==> src/rtl/mul_pkg.sv <==
`default_nettype none
// ============================================================================
// Module      : mul_pkg
// Description : Shared FSM encodings and default sizes for the multiplier
//               job scheduler.
// Revision    : 1.0 - initial release
// ============================================================================
package mul_pkg;

    localparam int unsigned c_m_default       = 8;
    localparam int unsigned c_depth_default   = 4;
    localparam int unsigned c_tag_w_default   = 4;
    localparam int unsigned c_timeout_default = 40;

    localparam logic [1:0] c_st_idle  = 2'd0;
    localparam logic [1:0] c_st_issue = 2'd1;
    localparam logic [1:0] c_st_wait  = 2'd2;

    typedef enum logic [1:0] {
        ST_IDLE  = c_st_idle,
        ST_ISSUE = c_st_issue,
        ST_WAIT  = c_st_wait
    } state_t;

endpackage
`default_nettype wire

==> src/rtl/mul_op_fifo.sv <==
`default_nettype none
// ============================================================================
// Module      : mul_op_fifo
// Description : Synchronous operand FIFO; head data is read combinationally.
// Revision    : 1.0 - initial release
// ============================================================================
module mul_op_fifo #(
    parameter int W     = 16,
    parameter int DEPTH = 4
) (
    input  logic         clk,
    input  logic         nrst,
    input  logic         i_push,
    input  logic [W-1:0] i_push_data,
    input  logic         i_pop,
    output logic         o_full,
    output logic         o_empty,
    output logic [W-1:0] o_head
);

    localparam int c_aw = $clog2(DEPTH);

    // Pointers carry one extra wrap bit to tell full from empty.
    logic [c_aw:0]  r_wr_ptr;
    logic [c_aw:0]  r_rd_ptr;
    logic [W-1:0]   r_mem [DEPTH];
    logic           w_push;
    logic           w_pop;

    assign w_push  = i_push && !o_full;
    assign w_pop   = i_pop && !o_empty;
    assign o_empty = (r_wr_ptr == r_rd_ptr);
    assign o_full  = (r_wr_ptr[c_aw] != r_rd_ptr[c_aw]) &&
                     (r_wr_ptr[c_aw-1:0] == r_rd_ptr[c_aw-1:0]);
    assign o_head  = r_mem[r_rd_ptr[c_aw-1:0]];

    always_ff @(posedge clk or negedge nrst) begin
        if (!nrst) begin
            r_wr_ptr <= '0;
            r_rd_ptr <= '0;
        end else begin
            if (w_push) r_wr_ptr <= r_wr_ptr + 1'b1;
            if (w_pop)  r_rd_ptr <= r_rd_ptr + 1'b1;
        end
    end

    always_ff @(posedge clk) begin
        if (w_push) r_mem[r_wr_ptr[c_aw-1:0]] <= i_push_data;
    end

endmodule
`default_nettype wire

==> src/rtl/mul_job_scheduler.sv <==
`default_nettype none
// ============================================================================
// Module      : mul_job_scheduler
// Description : Queues operand pairs, issues them one at a time to the
//               shift-add multiplier core and returns tagged results.
// Revision    : 1.0 - initial release
// ============================================================================
module mul_job_scheduler import mul_pkg::*; #(
    parameter int M       = c_m_default,
    parameter int DEPTH   = c_depth_default,
    parameter int TAG_W   = c_tag_w_default,
    parameter int TIMEOUT = c_timeout_default
) (
    input  logic             clk,
    input  logic             nrst,
    input  logic             in_valid,
    output logic             in_ready,
    input  logic [M-1:0]     in_a,
    input  logic [M-1:0]     in_b,
    output logic             mul_start,
    output logic [M-1:0]     mul_a,
    output logic [M-1:0]     mul_b,
    input  logic             mul_done,
    input  logic [2*M-1:0]   mul_product,
    output logic             res_valid,
    input  logic             res_ready,
    output logic [2*M-1:0]   res_product,
    output logic [TAG_W-1:0] res_tag,
    output logic             res_err
);

    localparam int              c_wd_w    = $clog2(TIMEOUT);
    localparam logic [c_wd_w-1:0] c_wd_last = c_wd_w'(TIMEOUT - 1);

    state_t           r_state;
    state_t           w_state_nxt;
    logic             w_full;
    logic             w_empty;
    logic [2*M-1:0]   w_head;
    logic             w_issue;
    logic             w_done;
    logic             w_timeout;
    logic             w_load;
    logic [M-1:0]     r_mul_a;
    logic [M-1:0]     r_mul_b;
    logic [TAG_W-1:0] r_tag_cnt;
    logic [TAG_W-1:0] r_job_tag;
    logic [c_wd_w-1:0] r_wd;
    logic             r_res_valid;
    logic [2*M-1:0]   r_res_product;
    logic [TAG_W-1:0] r_res_tag;
    logic             r_res_err;

    mul_op_fifo #(
        .W     (2*M),
        .DEPTH (DEPTH)
    ) u_fifo (
        .clk         (clk),
        .nrst        (nrst),
        .i_push      (in_valid && !w_full),
        .i_push_data ({in_a, in_b}),
        .i_pop       (w_issue),
        .o_full      (w_full),
        .o_empty     (w_empty),
        .o_head      (w_head)
    );

    // A result slot being drained this cycle counts as free.
    assign w_issue   = (r_state == ST_IDLE) && !w_empty && (!r_res_valid || res_ready);
    assign w_done    = (r_state == ST_WAIT) && mul_done;
    assign w_timeout = (r_state == ST_WAIT) && !mul_done && (r_wd == c_wd_last);
    assign w_load    = w_done || w_timeout;

    always_comb begin
        w_state_nxt = r_state;
        case (r_state)
            ST_IDLE:  if (w_issue) w_state_nxt = ST_ISSUE;
            ST_ISSUE: w_state_nxt = ST_WAIT;
            ST_WAIT:  if (w_load) w_state_nxt = ST_IDLE;
            default:  w_state_nxt = ST_IDLE;
        endcase
    end

    always_ff @(posedge clk or negedge nrst) begin
        if (!nrst) begin
            r_state <= ST_IDLE;
        end else begin
            r_state <= w_state_nxt;
        end
    end

    always_ff @(posedge clk or negedge nrst) begin
        if (!nrst) begin
            r_mul_a       <= '0;
            r_mul_b       <= '0;
            r_tag_cnt     <= '0;
            r_job_tag     <= '0;
            r_wd          <= '0;
            r_res_valid   <= 1'b0;
            r_res_product <= '0;
            r_res_tag     <= '0;
            r_res_err     <= 1'b0;
        end else begin
            if (w_issue) begin
                r_mul_a   <= w_head[2*M-1:M];
                r_mul_b   <= w_head[M-1:0];
                r_job_tag <= r_tag_cnt;
            end

            if (r_state == ST_ISSUE) begin
                r_wd <= '0;
            end else if (r_state == ST_WAIT) begin
                r_wd <= r_wd + 1'b1;
            end

            if (w_load) begin
                r_res_valid   <= 1'b1;
                r_res_product <= w_done ? mul_product : '0;
                r_res_tag     <= r_job_tag;
                r_res_err     <= !w_done;
                r_tag_cnt     <= r_tag_cnt + 1'b1;
            end else if (res_ready) begin
                r_res_valid <= 1'b0;
            end
        end
    end

    assign in_ready    = !w_full;
    assign mul_start   = (r_state == ST_ISSUE);
    assign mul_a       = r_mul_a;
    assign mul_b       = r_mul_b;
    assign res_valid   = r_res_valid;
    assign res_product = r_res_product;
    assign res_tag     = r_res_tag;
    assign res_err     = r_res_err;

endmodule
`default_nettype wire

==> config.mk <==
export PLATFORM = sky130hd
export DESIGN_NAME = mul_job_scheduler
export DESIGN_NICKNAME = d
export VERILOG_FILES = /design/src/rtl/mul_pkg.sv /design/src/rtl/mul_op_fifo.sv /design/src/rtl/mul_job_scheduler.sv
export SDC_FILE = /design/constraint.sdc
export NUM_CORES = 1
export LEC_CHECK = 0
export BUFFER_PORTS_ARGS = -buffer_cell sky130_fd_sc_hd__buf_2
export CORE_ASPECT_RATIO = 0.9
export CORE_UTILIZATION = 56
export DETAILED_ROUTE_END_ITERATION = 7
export PLACE_DENSITY = 0.79
export RECOVER_POWER = 25
export REMOVE_ABC_BUFFERS = 1
export SYNTH_ARGS = -nofsm -noshare
export SYNTH_HDL_FRONTEND = slang
export SYNTH_SLANG_ARGS = --single-unit
==> constraint.sdc <==
create_clock -name clk -period 2.3 [get_ports clk]
set_input_delay 0.23 -clock clk [delete_from_list [all_inputs] [get_ports clk]]
set_output_delay 0.23 -clock clk [all_outputs]
set_load 0.1 [all_outputs]
==> flow_summary.yaml <==
synth:
  synth_top_area_cell: "edfxtp_1"
  synth_cell_types: 33
  synth_edf_count: 64
  yosysTopAreaCellShare_pct: 38.8
  async_flop_share_pct: 48.4
  yosysMostFrequentCell: "edfxtp_1"
  synth-seq-cells: 124
  synth_area_mm2: 0.00495
  yosys-top-cells-count: "edfxtp_1 (64), dfrtp_1 (60), nand2_1 (39)"
  synth_warnings: 0
  ys.flop_type: "edfxtp_1"
  ys_seq_area_share_pct: 69.2
  avgSynthCellArea_um2: 16.2
  ys_top_cells_by_area: "edfxtp_1 (39%), dfrtp_1 (30%), mux4_2 (7.3%), mux2_2 (6.1%), nand2_1 (3.0%)"
  syn_inst: 306
global_routing:
  antenna_found_initial: 0
  grt_pass1_vias: 3272
  grt_overflow_total: 0
  grt_first_pass_wirelength_um: 16200
  grt_max_degree: 61
  gr-usage-all-layers_pct: 24.4
detailed_routing:
  vias: 2997
  wl_per_cell_um: 17.9
  drtAntennaViolNets: 0
  drc_errors: 0
  drt-vias-per-instance: 5.30
  wl_um: 10100
  drt_first_iter_violations: 184
  dr.pass1.iters: 4
critical_path:
  r2r_start: "r_state[0]"
  critPathLaunchType: "flop"
  r2r_slack_ns: 0.31
  rr_endpoint: "r_state[0]"
  crit_type: "reg -> out"
  arrival_ns: 1.89
  cp_max_fo: 8
  crit_required_ns: 2.07
  end_kind: "primary output"
  rr_worst_depth: 6
die:
  core_mm2: 0.00857
  die_y_um: 91.2
  start_util_pct: 57.7
  ios: 77
  die-area_mm2: 0.00922
  fp.dieW_um: 101
  rows: 32
layout:
  nets: 482
  nFillCells: 504
  area_delta_synth_final_pct: 30.7
  instances_no_fill: 566
  diodes: 0
  drive_gt1_share_pct: 34.0
cts:
  clockBufferDepth: 2
  cts_resized: 0
  cts_buffers: 17
  cts_root_buf: "clkbuf_8"
  clkSinkCount: 124
  cts_tree: "done"
  cts.clk_slew.worst_paths_ns: 0.06
  clock_latency_ns: 0.51
  cts_setup_buffers: 0
  htree_levels: 4
placement:
  place_ws_ns: 0.344
  hpwl_um: 5650
  port_buffers: 76
  dpl.cell_count: 501
  gp_congestion: 0.737
sta:
  hold_ws_ns: 0.106
  period_share_pct: 92.2
  fin_ws_ns: 0.178
  hold_violations: 0
  worst_slew_pin_slew_ns: 1.51
  max_freq_mhz: 471
  slew_headroom_pct: -0.627
  setup_viol: 0
  post-route-min-period_ns: 2.12
  fin_skew_ns: 0.00773
  rsz0062_at_grt: "false"
  setup-tns-final_ns: 0
  slew_violations: 61
flow_run:
  max-cap-violations: 1
min_path:
  hp-start: "res_ready"
  hold_class: "in -> reg"
  hold_end: "res_valid"
  whs_path_depth: 3
run_status:
  status: "finished with violations"
  violations: "max-capacitance violations, max-slew violations"
[cells in the final DEF (no fill, tap or decap), types with 11 or more instances in the layout]
| cell | instances |
|---|---|
| edfxtp_1 | 64 |
| dfrtp_1 | 60 |
| buf_2 | 59 |
| nand2_1 | 39 |
| dlygate4sd3_1 | 33 |
| mux2_2 | 27 |
| o21ai_0 | 19 |
| clkbuf_1 | 17 |
| mux4_2 | 16 |
| clkbuf_16 | 16 |
| inv_1 | 11 |
| ha_1 | 11 |
| buf_4 | 11 |
[worst max-delay path, cell delays in order, from the launching register on]
cell	delay [ns]
dfrtp_1	0.42
inv_1	0.12
ha_1	0.35
buf_2	0.49
[kinds of logic (layout without fill, tap and decap cells)]
kind of cell,after synthesis,in the layout,synth area share [%]
adders and majority gates,11,11,2.78
AOI/OAI and AO/OA,29,29,3.67
and+or+nand+nor,59,59,5.29
DFF,124,124,69.2
muxes,46,46,14.3
buffers and inverters,23,164,2.33
xor gates and xnor gates,14,14,2.48
[layer usage]
metal | track usage [%] | wire length [um] | vias to the layer above
met5 | 0 | 0 | -
met4 | 10.0 | 146 | 0
met3 | 7.62 | 572 | 15
met2 | 42.0 | 5270 | 114
met1 | 28.1 | 4150 | 1490
li1 | - | - | 1378
[sequential cells by signal (all words and copies together), names as in the netlist]
signal,cells
u_fifo.r_mem,64
res_product,16
mul_a,8
mul_b,8
r_wd,6
r_job_tag,4
r_tag_cnt,4
res_tag,4
u_fifo.r_rd_ptr,3
u_fifo.r_wr_ptr,3
r_state,2
res_err,1
res_valid,1
[worst max-delay path by stage]
stage,startpoint,end,slack (ns),cells past startpoint
after floorplan,r_state[0],res_tag[0],-0.30,6
after global placement,r_state[0],r_state[0],0.46,6
after detailed placement,r_state[0],r_state[0],0.34,6
after CTS,r_state[1],mul_start,0.19,3
after global routing,r_state[1],mul_start,0.12,3
final,r_state[1],mul_start,0.18,3
[through the flow]
| stage | cell area, um^2 | utilization (%) |
|---|---|---|
| finish | 6470 | 75.5 |
| global route | 6470 | 75.5 |
| CTS | 6490 | 75.7 |
| detailed placement | 5510 | 64.4 |
| global placement | 5510 | 64.4 |
| floorplan | 4870 | - |
[final cells by class]
type	count	area, um^2	share of cell area [%]
Timing Repair Buffer	121	793	12.3
Clock buffer	19	432	6.68
Clock inverter	13	213	3.29
Tap cell	119	149	2.30
Sequential cell	124	3420	52.9
Multi-Input combinational cell	159	1420	21.9
Inverter	11	41.3	0.639
[timing repair]
action | CTS | global route
hold buffers | 33 | 0
endpoints found under the setup margin | 0 | 0
endpoints found under the hold margin | 140 | 0
Power is left out: the tool's default activity adds up to more than one toggle a clock period on the data nets, which glitch-free logic cannot reach.
